--- config.mk ---
export PLATFORM = sky130hd
export DESIGN_NAME = duck_shot_scorer
export DESIGN_NICKNAME = d
export VERILOG_FILES = /design/src/rtl/duck_shot_scorer.sv
export SDC_FILE = /design/constraint.sdc
export NUM_CORES = 1
export LEC_CHECK = 0
export CAP_MARGIN = 20
export CORE_UTILIZATION = 50
export DETAILED_ROUTE_END_ITERATION = 10
export PLACE_DENSITY = 0.85
export SYNTH_ARGS = -nofsm -noshare
export SYNTH_HDL_FRONTEND = slang
export SYNTH_SLANG_ARGS = --single-unit
--- constraint.sdc ---
create_clock -name Clk -period 5.4 [get_ports Clk]
set_input_delay 1.08 -clock Clk [delete_from_list [all_inputs] [get_ports Clk]]
set_output_delay 1.08 -clock Clk [all_outputs]
set_load 0.005 [all_outputs]
--- src/rtl/duck_shot_scorer.sv ---
// duck_shot_scorer: turns a left mouse click into a single shot, resolves it
// against the duck hitbox, and keeps shots-left, ducks-hit, round-over and a
// saturating 3-digit BCD score for the HEX displays.
// Optional feature macro: SCORER_STREAK_EN (third and later consecutive hits
// score double, taking one extra evaluation cycle).
module duck_shot_scorer #(
  parameter int DUCK_W          = 32,
  parameter int DUCK_H          = 32,
  parameter int SHOTS_PER_DUCK  = 3,
  parameter int POINTS_PER_HIT  = 5,
  parameter int DUCKS_PER_ROUND = 10,
  parameter int COOLDOWN_FRAMES = 6
) (
  input  logic        Clk,
  input  logic        Reset,
  input  logic        VS,
  input  logic [7:0]  MouseButtons,
  input  logic [9:0]  CursorX,
  input  logic [9:0]  CursorY,
  input  logic [9:0]  Duck_X,
  input  logic [9:0]  Duck_Y,
  input  logic        duck_active,
  input  logic        duck_launch,
  input  logic        new_game,
  output logic        hit_pulse,
  output logic        miss_pulse,
  output logic        out_of_shots,
  output logic [1:0]  shots_left,
  output logic [3:0]  ducks_hit,
  output logic        round_over,
  output logic [11:0] score_bcd
);

  typedef enum logic [2:0] {
    S_IDLE,
    S_ARMED,
    S_EVAL,
    S_EVAL2,
    S_COOLDOWN
  } state_t;

  localparam logic [3:0]  PTS       = 4'(POINTS_PER_HIT);
  localparam logic [3:0]  DPR       = 4'(DUCKS_PER_ROUND);
  localparam logic [1:0]  SHOTS     = 2'(SHOTS_PER_DUCK);
  localparam logic [7:0]  CD_LAST   = 8'(COOLDOWN_FRAMES - 1);
  localparam logic [10:0] BOX_W     = 11'(DUCK_W);
  localparam logic [10:0] BOX_H     = 11'(DUCK_H);

  // Only the left button matters; the other buttons are deliberately ignored.
  logic unused_buttons;
  assign unused_buttons = ^MouseButtons[7:1];

  logic [1:0]  btn_sync_q, vs_sync_q;
  logic        btn_prev_q, vs_prev_q;
  logic        click, tick;

  state_t      state_q, state_d;
  logic [9:0]  cx_q, cx_d, cy_q, cy_d, dx_q, dx_d, dy_q, dy_d;
  logic [7:0]  cd_cnt_q, cd_cnt_d;
  logic [1:0]  shots_q, shots_d;
  logic [3:0]  ducks_q, ducks_d;
  logic [11:0] score_q, score_d;
  logic        hit_q, hit_d, miss_q, miss_d, oos_q, oos_d, round_q, round_d;
`ifdef SCORER_STREAK_EN
  logic [1:0]  streak_q, streak_d;
`endif

  logic [10:0] x_lim, y_lim;
  logic        shot_hit;
  logic        resolve, resolve_hit;

  // Add one hit's worth of points to a BCD score, ripple the decimal carry
  // and pin the result at 999 instead of wrapping.
  function automatic logic [11:0] bcd_add_sat(input logic [11:0] s, input logic [3:0] p);
    logic [4:0] ones, tens, hund;
    ones = {1'b0, s[3:0]} + {1'b0, p};
    tens = {1'b0, s[7:4]};
    hund = {1'b0, s[11:8]};
    if (ones > 5'd9) begin
      ones = ones - 5'd10;
      tens = tens + 5'd1;
    end
    if (tens > 5'd9) begin
      tens = tens - 5'd10;
      hund = hund + 5'd1;
    end
    if (hund > 5'd9) return 12'h999;
    return {hund[3:0], tens[3:0], ones[3:0]};
  endfunction

  assign click = btn_sync_q[1] & ~btn_prev_q;
  assign tick  = vs_sync_q[1] & ~vs_prev_q;

  // Hitbox test on the latched coordinates; 11-bit sums so a box near the
  // right/bottom edge of the 10-bit range never wraps.
  always_comb begin
    x_lim    = {1'b0, dx_q} + BOX_W;
    y_lim    = {1'b0, dy_q} + BOX_H;
    shot_hit = (cx_q >= dx_q) && ({1'b0, cx_q} < x_lim) &&
               (cy_q >= dy_q) && ({1'b0, cy_q} < y_lim);
  end

  // Next-state logic: FSM sequencing, shot resolution, reload and new-game overrides.
  always_comb begin
    state_d     = state_q;
    cx_d        = cx_q;
    cy_d        = cy_q;
    dx_d        = dx_q;
    dy_d        = dy_q;
    cd_cnt_d    = cd_cnt_q;
    shots_d     = shots_q;
    ducks_d     = ducks_q;
    score_d     = score_q;
    hit_d       = 1'b0;
    miss_d      = 1'b0;
    oos_d       = 1'b0;
    resolve     = 1'b0;
    resolve_hit = 1'b0;
`ifdef SCORER_STREAK_EN
    streak_d    = streak_q;
`endif

    case (state_q)
      S_IDLE: begin
        if (duck_active && shots_q != 2'd0) state_d = S_ARMED;
      end
      S_ARMED: begin
        if (!duck_active || shots_q == 2'd0) begin
          state_d = S_IDLE;
        end else if (click) begin
          cx_d    = CursorX;
          cy_d    = CursorY;
          dx_d    = Duck_X;
          dy_d    = Duck_Y;
          state_d = S_EVAL;
        end
      end
      S_EVAL: begin
`ifdef SCORER_STREAK_EN
        if (shot_hit && streak_q >= 2'd2) begin
          score_d = bcd_add_sat(score_q, PTS);
          state_d = S_EVAL2;
        end else begin
          resolve     = 1'b1;
          resolve_hit = shot_hit;
        end
`else
        resolve     = 1'b1;
        resolve_hit = shot_hit;
`endif
      end
      S_EVAL2: begin
        resolve     = 1'b1;
        resolve_hit = 1'b1;
      end
      S_COOLDOWN: begin
        if (tick) begin
          if (cd_cnt_q == CD_LAST) state_d = S_IDLE;
          else cd_cnt_d = cd_cnt_q + 8'd1;
        end
      end
      default: state_d = S_IDLE;
    endcase

    if (resolve) begin
      state_d  = S_COOLDOWN;
      cd_cnt_d = 8'd0;
      if (resolve_hit) begin
        hit_d   = 1'b1;
        score_d = bcd_add_sat(score_q, PTS);
        if (ducks_q < DPR) ducks_d = ducks_q + 4'd1;
`ifdef SCORER_STREAK_EN
        if (streak_q != 2'd3) streak_d = streak_q + 2'd1;
`endif
      end else begin
        miss_d = 1'b1;
        if (shots_q != 2'd0) begin
          shots_d = shots_q - 2'd1;
          oos_d   = (shots_q == 2'd1);
        end
`ifdef SCORER_STREAK_EN
        streak_d = 2'd0;
`endif
      end
    end

    if (duck_launch) begin
      shots_d = SHOTS;
      oos_d   = 1'b0;
    end

    if (new_game) begin
      score_d = 12'h000;
      ducks_d = 4'd0;
      state_d = S_IDLE;
`ifdef SCORER_STREAK_EN
      streak_d = 2'd0;
`endif
    end

    round_d = (ducks_d == DPR);
  end

  // State, synchronizer and registered-output flops.
  always_ff @(posedge Clk or posedge Reset) begin
    if (Reset) begin
      btn_sync_q <= 2'b00;
      vs_sync_q  <= 2'b00;
      btn_prev_q <= 1'b0;
      vs_prev_q  <= 1'b0;
      state_q    <= S_IDLE;
      cx_q       <= 10'd0;
      cy_q       <= 10'd0;
      dx_q       <= 10'd0;
      dy_q       <= 10'd0;
      cd_cnt_q   <= 8'd0;
      shots_q    <= 2'd0;
      ducks_q    <= 4'd0;
      score_q    <= 12'h000;
      hit_q      <= 1'b0;
      miss_q     <= 1'b0;
      oos_q      <= 1'b0;
      round_q    <= 1'b0;
`ifdef SCORER_STREAK_EN
      streak_q   <= 2'd0;
`endif
    end else begin
      btn_sync_q <= {btn_sync_q[0], MouseButtons[0]};
      vs_sync_q  <= {vs_sync_q[0], VS};
      btn_prev_q <= btn_sync_q[1];
      vs_prev_q  <= vs_sync_q[1];
      state_q    <= state_d;
      cx_q       <= cx_d;
      cy_q       <= cy_d;
      dx_q       <= dx_d;
      dy_q       <= dy_d;
      cd_cnt_q   <= cd_cnt_d;
      shots_q    <= shots_d;
      ducks_q    <= ducks_d;
      score_q    <= score_d;
      hit_q      <= hit_d;
      miss_q     <= miss_d;
      oos_q      <= oos_d;
      round_q    <= round_d;
`ifdef SCORER_STREAK_EN
      streak_q   <= streak_d;
`endif
    end
  end

  assign hit_pulse    = hit_q;
  assign miss_pulse   = miss_q;
  assign out_of_shots = oos_q;
  assign shots_left   = shots_q;
  assign ducks_hit    = ducks_q;
  assign round_over   = round_q;
  assign score_bcd    = score_q;

endmodule
Word level (Yosys, flattened, before mapping)
Cells that the tools add are included.
{"block": "word_totals", "word_cells": 121, "register_bits": 79}
{"block": "op_classes", "order_cmp": 8, "n_mux": 46, "reduce_logical": 21, "eq_ne": 14, "addsub": 10, "bitwise": 5}
{"cell": "two-way mux 12 bit", "count": 5}
{"cell": "two-way mux 8 bit", "count": 4}
{"cell": "two-way mux 5 bit", "count": 6}
{"cell": "two-way mux 4 bit", "count": 6}
{"cell": "adder 10 x 6 -> 11 bit (second input constant)", "count": 2}
{"cell": "< comparator 10 x 11 -> 1 bit", "count": 2}
{"cell": "two-way mux 3 bit", "count": 7}
{"cell": "greater-or-equal comparator 10 bit", "count": 2}
{"cell": "> comparator 5 x 4 -> 1 bit (second input constant)", "count": 3}
{"cell": "nonzero test 2 bit", "count": 7}
{"cell": "two-way mux 1 bit", "count": 12}
{"cell": "!= test 4 bit (second input constant)", "count": 3}
{"cell": "case mux 3 bit (4 select lines)", "count": 1}
{"cell": "adder 4 x 1 -> 5 bit (second input constant)", "count": 2}
{"cell": "AND reduction 3 bit", "count": 3}
{"cell": "adder 8 x 1 -> 8 bit (second input constant)", "count": 1}
{"cell": "== test 8 x 3 -> 1 bit (second input constant)", "count": 1}
{"cell": "two-way mux 2 bit", "count": 4}
{"cell": "subtractor 4 bit (second input constant)", "count": 2}
{"cell": "== test 3 x 2 -> 1 bit (second input constant)", "count": 2}
{"cell": "adder 4 x 3 -> 5 bit (second input constant)", "count": 1}
{"cell": "!= test 5 bit (second input constant)", "count": 1}
{"cell": "AND reduction 5 bit", "count": 1}
{"cell": "adder 4 x 1 -> 4 bit (second input constant)", "count": 1}
{"cell": "other kinds (18)", "count": 25}

Logic depth before layout (Yosys ltp)
Gate-level depths: netlist (run 1).
{"block": "depth", "depth_word": 20, "depth_mapped": 14}

Worst setup path before layout (run 1)
No wires, ideal clock.
{"block": "synth_path", "path_kind": "register -> register", "start": "reg score_q[0], in the netlist score_bcd[0]", "end": "reg score_q[6], in the netlist score_bcd[6]", "t_arrival_ps": 2981, "path_stages_with_launch": 12, "setup_ps": 78, "path_slack_ps": 2341, "synth_period_minus_slack_ps": 3059, "required_ps": 5322, "cell_sequence": "dfrtp_1 > ha_1 > xor2_2 > ha_1 > nand2b_1 > a22o_1 > o211ai_1 > a21boi_1 > ha_1 > mux2_1 > or3_1 > a21oi_1"}
{"block": "synth_between", "elab_chain_cells": 17, "elab_cells_between_ends": 19}
{"element": "from (decl)", "line": "62", "source": "logic [11:0] score_q, score_d;"}
{"element": "from (signal assigned)", "line": "240", "source": "score_q <= score_d;"}
{"element": "adder 4 x 3 -> 5 bit *", "line": "76", "source": "ones = {1'b0, s[3:0]} + {1'b0, p};"}
{"element": "> comparator 5 x 4 -> 1 bit *", "line": "79", "source": "if (ones > 5'd9) begin"}
{"element": "two-way mux 5 bit *", "line": "79"}
{"element": "two-way mux 5 bit *", "line": "168", "source": "if (resolve_hit) begin"}
{"element": "two-way mux 5 bit *", "line": "165", "source": "if (resolve) begin"}
{"element": "> comparator 5 x 4 -> 1 bit", "line": "83", "source": "if (tens > 5'd9) begin"}
{"element": "two-way mux 5 bit", "line": "83"}
{"element": "two-way mux 5 bit", "line": "168"}
{"element": "two-way mux 5 bit", "line": "165"}
{"element": "> comparator 5 x 4 -> 1 bit", "line": "87", "source": "if (hund > 5'd9) return 12'h999;"}
{"element": "two-way mux 1 bit", "line": "87"}
{"element": "two-way mux 1 bit", "line": "168"}
{"element": "two-way mux 1 bit", "line": "165"}
{"element": "two-way mux 12 bit *", "line": "88", "source": "return {hund[3:0], tens[3:0], ones[3:0]};"}
{"element": "two-way mux 12 bit *", "line": "168"}
{"element": "two-way mux 12 bit *", "line": "165"}
{"element": "two-way mux 12 bit *", "line": "192", "source": "if (new_game) begin"}
Mark *: on every way between the ends. The rest lies on a longest branch, timed or not. The select of a mux whose other input is x is not followed.
A chain may end at the register's enable or synchronous reset.

Worst setup path in the final report (run 1)
{"block": "layout_path", "start": "reg dy_q[5]", "end": "reg round_q, in the netlist round_over"}
{"block": "layout_between", "elab_chain_cells": 8, "elab_cells_between_ends": 10}
{"element": "from (decl)", "line": "58", "source": "logic [9:0] cx_q, cx_d, cy_q, cy_d, dx_q, dx_d, dy_q, dy_d;"}
{"element": "from (signal assigned)", "line": "236", "source": "dy_q <= dy_d;"}
{"element": "adder 10 x 6 -> 11 bit or greater-or-equal comparator 10 bit (tied branches)", "line": "98, 100"}
{"element": "< comparator 10 x 11 -> 1 bit or logical AND 1 bit (tied branches)", "line": "100, 99"}
{"element": "logical AND 1 bit *", "line": "100", "source": "(cy_q >= dy_q) && ({1'b0, cy_q} < y_lim);"}
{"element": "case mux 1 bit (2 select lines) *", "line": "123", "source": "case (state_q)"}
{"element": "two-way mux 4 bit *", "line": "168"}
{"element": "two-way mux 4 bit *", "line": "165"}
{"element": "two-way mux 4 bit *", "line": "192"}
{"element": "== test 4 bit *", "line": "201", "source": "round_d = (ducks_d == DPR);"}
{"element": "via round_d", "line": "63", "source": "logic hit_q, hit_d, miss_q, miss_d, oos_q, oos_d, round_q, round_d;"}
{"element": "to (signal assigned)", "line": "244", "source": "round_q <= round_d;"}
{"element": "to (decl)", "line": "63"}
The timed path passes the listed nets; every way through them passes the cells marked *.

==> run_results.csv, run 1 <==
group,metric,value,unit
route,vias,3571,
clocking,path_clk_slew,0.08,ns
clocking,numCtsBuffers,9,
place,dp_hpwl,7060,um
setup_path,critPathLaunchType,"flop",
setup_path,cp_max_fo,15,
die,die_x,98.8,um
clocking,cts_tree,"built",
synth,syn_avg_cell_area,10.5,um^2
synth,synth_cell_type_count,58,
power,power_density,288,nW/um^2
timing,finalCritPeriodShare,68.7,%
status,status,"complete, no violations",
worst_hold_path,hp-class,"flop to flop",
final_layout,antenna_cells,0,
clocking,post-cts-setup-buffers,0,
timing,rsz0062_at_grt,"false",
timing,report.final.slew_viol_count,0,
timing,setup_tns,0,ns
synth,yosysSeqAreaShare,42.2,%
setup_path,critPathRequiredTime,5.64,ns
die,start_util,52.7,%
timing,fin_skew,0.0183,ns
final_layout,nets,614,
flow_run,maxCapViolations,0,
timing,worst_pin_slew,0.776,ns
timing,setup_violations,0,
clocking,clk_latency,0.36,ns
route,wl_per_cell,14.9,um
clocking,cts_sinks,79,
global_routing,grt_usage,20.6,%
place,port-buffer-count,68,
die,core_area,8890,um^2
die,die_h,98.8,um
global_routing,gr-total-overflow,0,
setup_path,worstPathArrival,3.95,ns
timing,hold_viol,0,
synth,syn_nets,543,
final_layout,areaGrowthSynthToFinish,21.1,%
timing,max_slew_margin,46.9,%
synth,ys.flop_type,"dfrtp_1",
clocking,ctsResizeCount,0,
clocking,clock_path_buffers,2,
place,gp_congestion,0.853,
die,ioPinCount,76,
synth,synth_area,4690,um^2
global_routing,antenna_found_initial,0,
setup_path,path_class,"flop to flop",
route,dr.pass1.iters,5,
timing,fin_crit,3.71,ns
die,std_cell_rows,34,
timing,whs,0.351,ns
route,drt_iter0_markers,140,
die,die_area,9770,um^2
route,avgViaCountPerCell,5.68,
clocking,cts_hold_buf,0,
synth,syn_inst,445,
synth,synth-seq-cells,79,
global_routing,grt_start_max_net_pins,49,
global_routing,grt_pass1_wl,16300,um
route,drc,0,
timing,clock.fmax,0.269,GHz
synth,synthArstFlopShare,100,%
setup_path,endpoint_kind,"flop",
clocking,h-tree-depth,3,
power,p_leak,2.56,nW
power,peakVddDrop,169,uV
global_routing,grt_pass1_vias,3573,
synth,yosysWarningCount,0,
final_layout,mostFrequentLayoutCells,"dfrtp_1, clkdlybuf4s50_1, ha_1",
final_layout,drive_gt1_share,14.6,%
final_layout,final_common_cell,"dfrtp_1",
synth,synth_enable_flop_cells,0,
clocking,cts_root_buffer,"clkbuf_8",
route,wl,9360,um
route,detail-route-antenna-nets,0,
==> sequential cells by signal, summed over array words and instances (netlist names) <==
register / cells
btn_sync_q: 2
cx_q: 10
vs_sync_q: 2
round_over: 1
shots_left: 2
miss_pulse: 1
hit_pulse: 1
cd_cnt_q: 8
ducks_hit: 4
cy_q: 10
score_bcd: 12
out_of_shots: 1
btn_prev_q: 1
vs_prev_q: 1
state_q: 3
dy_q: 10
dx_q: 10
==> metrics by stage <==
step	total power [mW]	setup slack [ns]	cells	area, um^2	utilization [%]
6_report	1.64	1.69	629	5680	63.9
5_1_grt	1.75	1.34	629	5680	63.9
4_1_cts	1.65	1.68	628	5660	63.7
3_5_place_dp	1.24	1.68	612	5480	61.6
3_3_place_gp	1.20	1.77	612	5480	61.6
2_1_floorplan	1.09	2.30	445	4690	-
==> worst paths after layout <==
check	to	slack, ns	startpoint	cells after the start
worst max-delay path	round_over	1.69	dy_q[5]	13
worst min-delay path	btn_sync_q[1]	0.35	btn_sync_q[0]	0
worst max register to register	round_over	1.69	dy_q[5]	13
worst min register to register	btn_sync_q[1]	0.35	btn_sync_q[0]	0
max in group asynchronous	cx_q[8]	3.58	Reset	4
min in group asynchronous	ducks_hit[1]	0.89	Reset	2
==> power breakdown <==
part | internal [mW] | total [mW] | switching (mW) | leakage (nW)
sequential | 0.675 | 0.744 | 0.0694 | 1.01
clock | 0.181 | 0.408 | 0.226 | 0.0926
combinational | 0.256 | 0.485 | 0.229 | 1.45
==> synth_stat cells (all sizes together), types with 7 or more instances <==
cell type / count / area (um^2)
clkbuf: 10 / 37.5
nand2b: 8 / 50.1
nand2: 24 / 90.1
nor3: 7 / 35.0
mux2: 41 / 462
inv: 41 / 154
a21oi: 20 / 119
nor2b: 9 / 56.3
nor2: 33 / 126
xor2: 10 / 95.1
o21ai: 14 / 70.1
nand3: 11 / 55.1
ha: 44 / 551
dfrtp: 79 / 1980
a211oi: 8 / 70.1
xnor2: 13 / 121
==> layer usage <==
layer  routed length [um]  up-vias  track usage, %
met5                    0        -               0
met4                  146        0            8.50
met3                  449       14            3.76
met2                 4720       97            35.9
met1                 4040     1734            25.2
li1                     -     1726               -
==> cell type report <==
class,count,area [um^2]
multi-input combinational,314,2520
inverter,41,154
clock buffer,10,138
clock inverter,6,43.8
sequential,79,1980
fill,695,3210
tap,108,135
timing repair buffer,71,716
==> kinds of logic (layout without fill, tap and decap cells) <==
kind of cell	after synthesis	count (layout)	share of synthesized area [%]
AND/OR/NAND/NOR	124	124	14.2
XOR/XNOR	23	23	4.62
multiplexers	41	41	9.85
flip-flops	79	79	42.2
buffers and inverters	52	128	4.16
AO/OA/AOI/OAI	82	82	13.3
adder cells (fa/ha/maj)	44	44	11.7
==> worst max-delay path, cell delays in order, from the launching register on <==
cell	delay, ns
dfrtp_1	0.40
inv_1	0.08
nor3_1	0.29
xnor2_1	0.16
ha_1	0.26
a211o_1	0.32
a211oi_1	0.20
o21ai_0	0.10
nor2_1	0.10
o311a_1	0.37
nand2_1	0.39
inv_1	0.47
a21oi_1	0.13
o311a_1	0.34
No activity file was read; power rests on OpenSTA's default activity.
==> run 2, diff against run 1 <==
--- a/config.mk
+++ b/config.mk
@@ -6,9 +6,9 @@
 export NUM_CORES = 1
 export LEC_CHECK = 0
 export CAP_MARGIN = 20
-export CORE_UTILIZATION = 50
+export CORE_UTILIZATION = 49
 export DETAILED_ROUTE_END_ITERATION = 10
-export PLACE_DENSITY = 0.85
+export PLACE_DENSITY = 0.87
 export SYNTH_ARGS = -nofsm -noshare
 export SYNTH_HDL_FRONTEND = slang
 export SYNTH_SLANG_ARGS = --single-unit
==> constraint.sdc (replaced) <==
create_clock -name Clk -period 3.4 [get_ports Clk]
set_input_delay 0.68 -clock Clk [delete_from_list [all_inputs] [get_ports Clk]]
set_output_delay 0.68 -clock Clk [all_outputs]
set_load 0.005 [all_outputs]
==> run_results.csv, run 2 (same netlist as run 1, synthesis figures left out) <==
group,metric,value,unit
final_layout,instances_no_fill,660,
final_layout,fill_cells,722,
setup_path,worstPathArrival,3.43,ns
route,wl,9670,um
place,port-buffer-count,68,
clocking,path_clk_slew,0.08,ns
power,p_leak,2.60,nW
setup_path,endpoint_kind,"flop",
die,die_h,99.8,um
final_layout,nets,624,
place,dp.cells,640,
route,drt_iter0_markers,167,
setup_path,cp_common_cell,"ha_1",
setup_path,max_stage_delay,0.44,ns
route,dr.pass1.iters,4,
setup_path,critPathCapture,"score_bcd[6]",
die,ioPinCount,76,
final_layout,mostFrequentLayoutCells,"dfrtp_1, clkdlybuf4s50_1, ha_1",
timing,report.final.slew_viol_count,0,
place,dp_hpwl,7130,um
setup_path,critPathRequiredTime,3.66,ns
global_routing,grt_pass1_vias,3743,
status,status,"complete, no violations",
setup_path,rr_startpoint,"score_bcd[1]",
final_layout,postLayoutCoreUtil,63.2,%
global_routing,antenna_found_initial,0,
global_routing,grt_pass1_wl,16500,um
die,start_util,50.8,%
route,wl_per_cell,14.6,um
timing,worst_pin_slew,0.734,ns
final_layout,multiInputGateArea,2550,um^2
clocking,cts_hold_buf,0,
clocking,cts_tree,"built",
flow_run,maxCapViolations,0,
setup_path,crit_start,"score_bcd[1]",
setup_path,critPathLaunchType,"flop",
final_layout,antenna_cells,0,
clocking,clock_path_buffers,2,
worst_hold_path,hp-class,"flop to flop",
clocking,h-tree-depth,3,
global_routing,grt_start_max_net_pins,80,
power,power_density,455,nW/um^2
clocking,cts_sinks,79,
clocking,clk_latency,0.36,ns
route,drc,0,
global_routing,gr-total-overflow,0,
timing,finalCritPeriodShare,93.1,%
route,vias,3636,
die,std_cell_rows,35,
route,avgViaCountPerCell,5.51,
setup_path,cp_slowest_cell,"dfrtp_1",
final_layout,seqCellArea,1980,um^2
timing,fin_crit,3.17,ns
final_layout,areaGrowthSynthToFinish,24.4,%
timing,setup_violations,0,
timing,clock.fmax,0.316,GHz
setup_path,rr_worst_depth,12,
timing,max_slew_margin,50.9,%
power,peakVddDrop,250,uV
setup_path,path_cells,"ha_2 > xor2_4 > ha_1 > nand2b_1 > a22o_1 > o211ai_1 > buf_4 > a21boi_1 > ha_1 > mux2_1 > or3_1 > a21oi_1",
place,gp_congestion,0.834,
final_layout,largest_reg_flops,12,
final_layout,drive_gt1_share,16.6,%
clocking,cts_root_buffer,"clkbuf_8",
route,detail-route-antenna-nets,0,
die,die_x,99.8,um
setup_path,r2r_end,"score_bcd[6]",
final_layout,final_common_cell,"dfrtp_1",
die,core_area,9240,um^2
die,die_area,9970,um^2
timing,hold_viol,0,
timing,fin_skew,0.0140,ns
setup_path,path_class,"flop to flop",
global_routing,grt_usage,20.8,%
setup_path,cp_max_fo,5,
setup_path,rrSetupSlack,0.23,ns
clocking,numCtsBuffers,9,
## run 2: how the worst min path moves through the flow
stage	start	to	slack [ns]	depth (start not counted)
after floorplan	btn_sync_q[0]	btn_sync_q[1]	0.33	0
after global placement	btn_sync_q[0]	btn_sync_q[1]	0.33	0
after detailed placement	vs_sync_q[0]	vs_sync_q[1]	0.34	0
after CTS	vs_sync_q[0]	vs_sync_q[1]	0.35	0
after global routing	btn_sync_q[0]	btn_sync_q[1]	0.37	0
final	vs_sync_q[0]	vs_sync_q[1]	0.35	0
## run 2: layout make-up
cell class	count	share of cell area, %
clock inverters	3	0.729
clock buffers	13	2.55
inverters	41	2.66
well taps	129	2.77
flip-flops and latches	79	33.9
multi-input cells	315	43.8
repair buffers	80	13.6
## run 2: worst max-delay path, delay by kind of cell (launching register included)
kind	cells	cell delay [ns]
xor gates and xnor gates	1	0.23
adders and majority gates	3	0.73
muxes	1	0.28
AOI/OAI and AO/OA	4	0.81
DFF	1	0.44
buffers and inverters	1	0.16
and+or+nand+nor	2	0.40
## run 2: power by group
group	total [mW]	switching (mW)	internal, mW
Clock	0.693	0.333	0.359
Combinational	0.780	0.363	0.417
Sequential	1.18	0.109	1.07
Total	2.65	0.806	1.85
## run 2: per-stage QoR
step / power [mW] / TNS [ns] / hold slack [ns] / area, um^2 / setup WS, ns
floorplan: 1.73 / 0 / 0.331 / 4690 / 0.341
global placement: 1.91 / 0 / 0.333 / 5580 / 0.282
detailed placement: 1.98 / 0 / 0.337 / 5580 / 0.162
CTS: 2.68 / 0 / 0.355 / 5780 / 0.146
global route: 2.85 / -0.00896 / 0.367 / 5840 / -0.00896
finish: 2.65 / 0 / 0.353 / 5840 / 0.233
## run 2: layer usage
layer | track usage (%) | routed length (um)
met5 | 0 | 0
met4 | 9.62 | 232
met3 | 3.20 | 392
met2 | 36.6 | 4980
met1 | 25.1 | 4060
## run 2: what timing repair did
| action | CTS | global route |
|---|---|---|
| endpoints found under the setup margin | 0 | 11 |
| buffers inserted | 0 | 3 |
| gates resized for setup | 0 | 6 |
==> run 3, diff against run 2 <==
--- a/config.mk
+++ b/config.mk
@@ -7,8 +7,11 @@
 export LEC_CHECK = 0
 export CAP_MARGIN = 20
 export CORE_UTILIZATION = 49
+export CTS_CLUSTER_SIZE = 24
 export DETAILED_ROUTE_END_ITERATION = 10
+export GPL_TIMING_DRIVEN = 1
 export PLACE_DENSITY = 0.87
+export SLEW_MARGIN = 10
 export SYNTH_ARGS = -nofsm -noshare
 export SYNTH_HDL_FRONTEND = slang
 export SYNTH_SLANG_ARGS = --single-unit
==> results of run 3 <==
Same layout as run 2: the final DEF is identical, and so are final timing and power.
==> RTL change (flow settings as in run 1) <==
Make the reset (`Reset`) synchronous in one clocked block.
--- a/src/rtl/duck_shot_scorer.sv
+++ b/src/rtl/duck_shot_scorer.sv
@@ -202,7 +202,7 @@
   end
 
   // State, synchronizer and registered-output flops.
-  always_ff @(posedge Clk or posedge Reset) begin
+  always_ff @(posedge Clk) begin
     if (Reset) begin
       btn_sync_q <= 2'b00;
       vs_sync_q  <= 2'b00;
Behaviour: differs if Reset is asserted again (counterexample within 4 cycles, from zero or initial values and one cycle with Reset high); with Reset held inactive, the same outputs for 10 cycles.
==> RTL change against run 1 <==
  * Sequential cell count did not move
  * Synthesized cell count increased by 19%
  * Wire length decreased by 1.4%
  * Synthesized area is 7.8% lower
  * Die area is 7.7% lower
  * Final area is 7.0% lower
  * Setup slack improved by 0.40 ns
  * Count of clock-buffer cells in the layout grew 4
  * Critical endpoint is now score_bcd[8]
  * Largest cell class unchanged
Power is not compared: it rests on default switching activity, and its combinational part moved more than twofold at a synthesized area within 25%.
==> RTL change: results (changes against run 1) <==
- Wire length of the first global-routing pass: 16000 um (-2.0%)
- Met2 wire length: 4520 um (-4.2%)
- Detailed placement HPWL: 6900 um (-2.3%)
- Initial drt markers: 106 (-24%)
- Final worst path period share: 61.4% (-7.3 points)
- Final weighted congestion in routability-driven placement: 0.794 (-6.8%)
- Compound-gate portion of the synthesized area: 18.0% (+4.7 points)
- Vias in the first global route: 3675 (+2.9%)
- Wl on met1: 4090 um (+1.2%)
- Top area cells in the synthesized netlist: sky130_fd_sc_hd__dfxtp_1, sky130_fd_sc_hd__ha_1, sky130_fd_sc_hd__nand2_1
- Post-layout nets: 688 (+12%)
- Initial DRT Pass Iterations: 4 (-1)
- Area growth from synthesis to layout: 22.1%
- Min-Delay Path Depth: 1 (+1)
- Global-route track usage on met2: 38.4% (+2.5 points)
- Fraction of final layout cells with drive strength greater than 1: 5.38% (-9.2 points)
- Startpoint of the lowest-slack register-to-register path: score_bcd[0]
- Destination of the critical timing path: score_bcd[8]
- Run status: finished clean
- Post-synthesis share of cell area spent on xor and xnor gates: 4.43% (-0.19 points)
- HP Start: btn_sync_q[0]
- Dpl cells: 684 (+12%)
- Overall via count from detail_route: 3887 (+8.8%)
- Transition time of the tightest slew-check pin: 0.989 ns (+0.213 ns)
- Total global routing track utilization: 22.4% (+1.7 points)
- Worst-path fanout max: 8 (-7)
- Clock Skew: 0.00920 ns (-0.00910 ns)
==> RTL change: cell count changes in the layout (fill, tap and decap cells not counted), sizes merged, moves of 5 or more <==
cell    before  now
dfrtp       79    0
dfxtp        0   79
nand2       24   99
a21oi       20   66
mux2        41    3
inv         42   34
nor2        33   25
o21ai       14   20
a221oi       5    0
==> RTL change: kinds of logic (layout without fill, tap and decap cells) <==
family                   count (synthesis)  count (layout)
multiplexers                             6               6
AND/OR/NAND/NOR                        196             196
flip-flops                              79              79
AO/OA/AOI/OAI                          128             128
XOR/XNOR                                21              21
adder cells (fa/ha/maj)                 44              44
buffers and inverters                   57             121
==> RTL change: final cells by class <==
| type | count | share of cell area, % |
|---|---|---|
| clock buffer | 14 | 3.27 |
| clock inverter | 2 | 0.711 |
| inverter | 34 | 2.42 |
| multi-input combinational | 395 | 47.9 |
| sequential | 79 | 30.0 |
| tap | 105 | 2.49 |
| timing repair buffer | 71 | 13.2 |
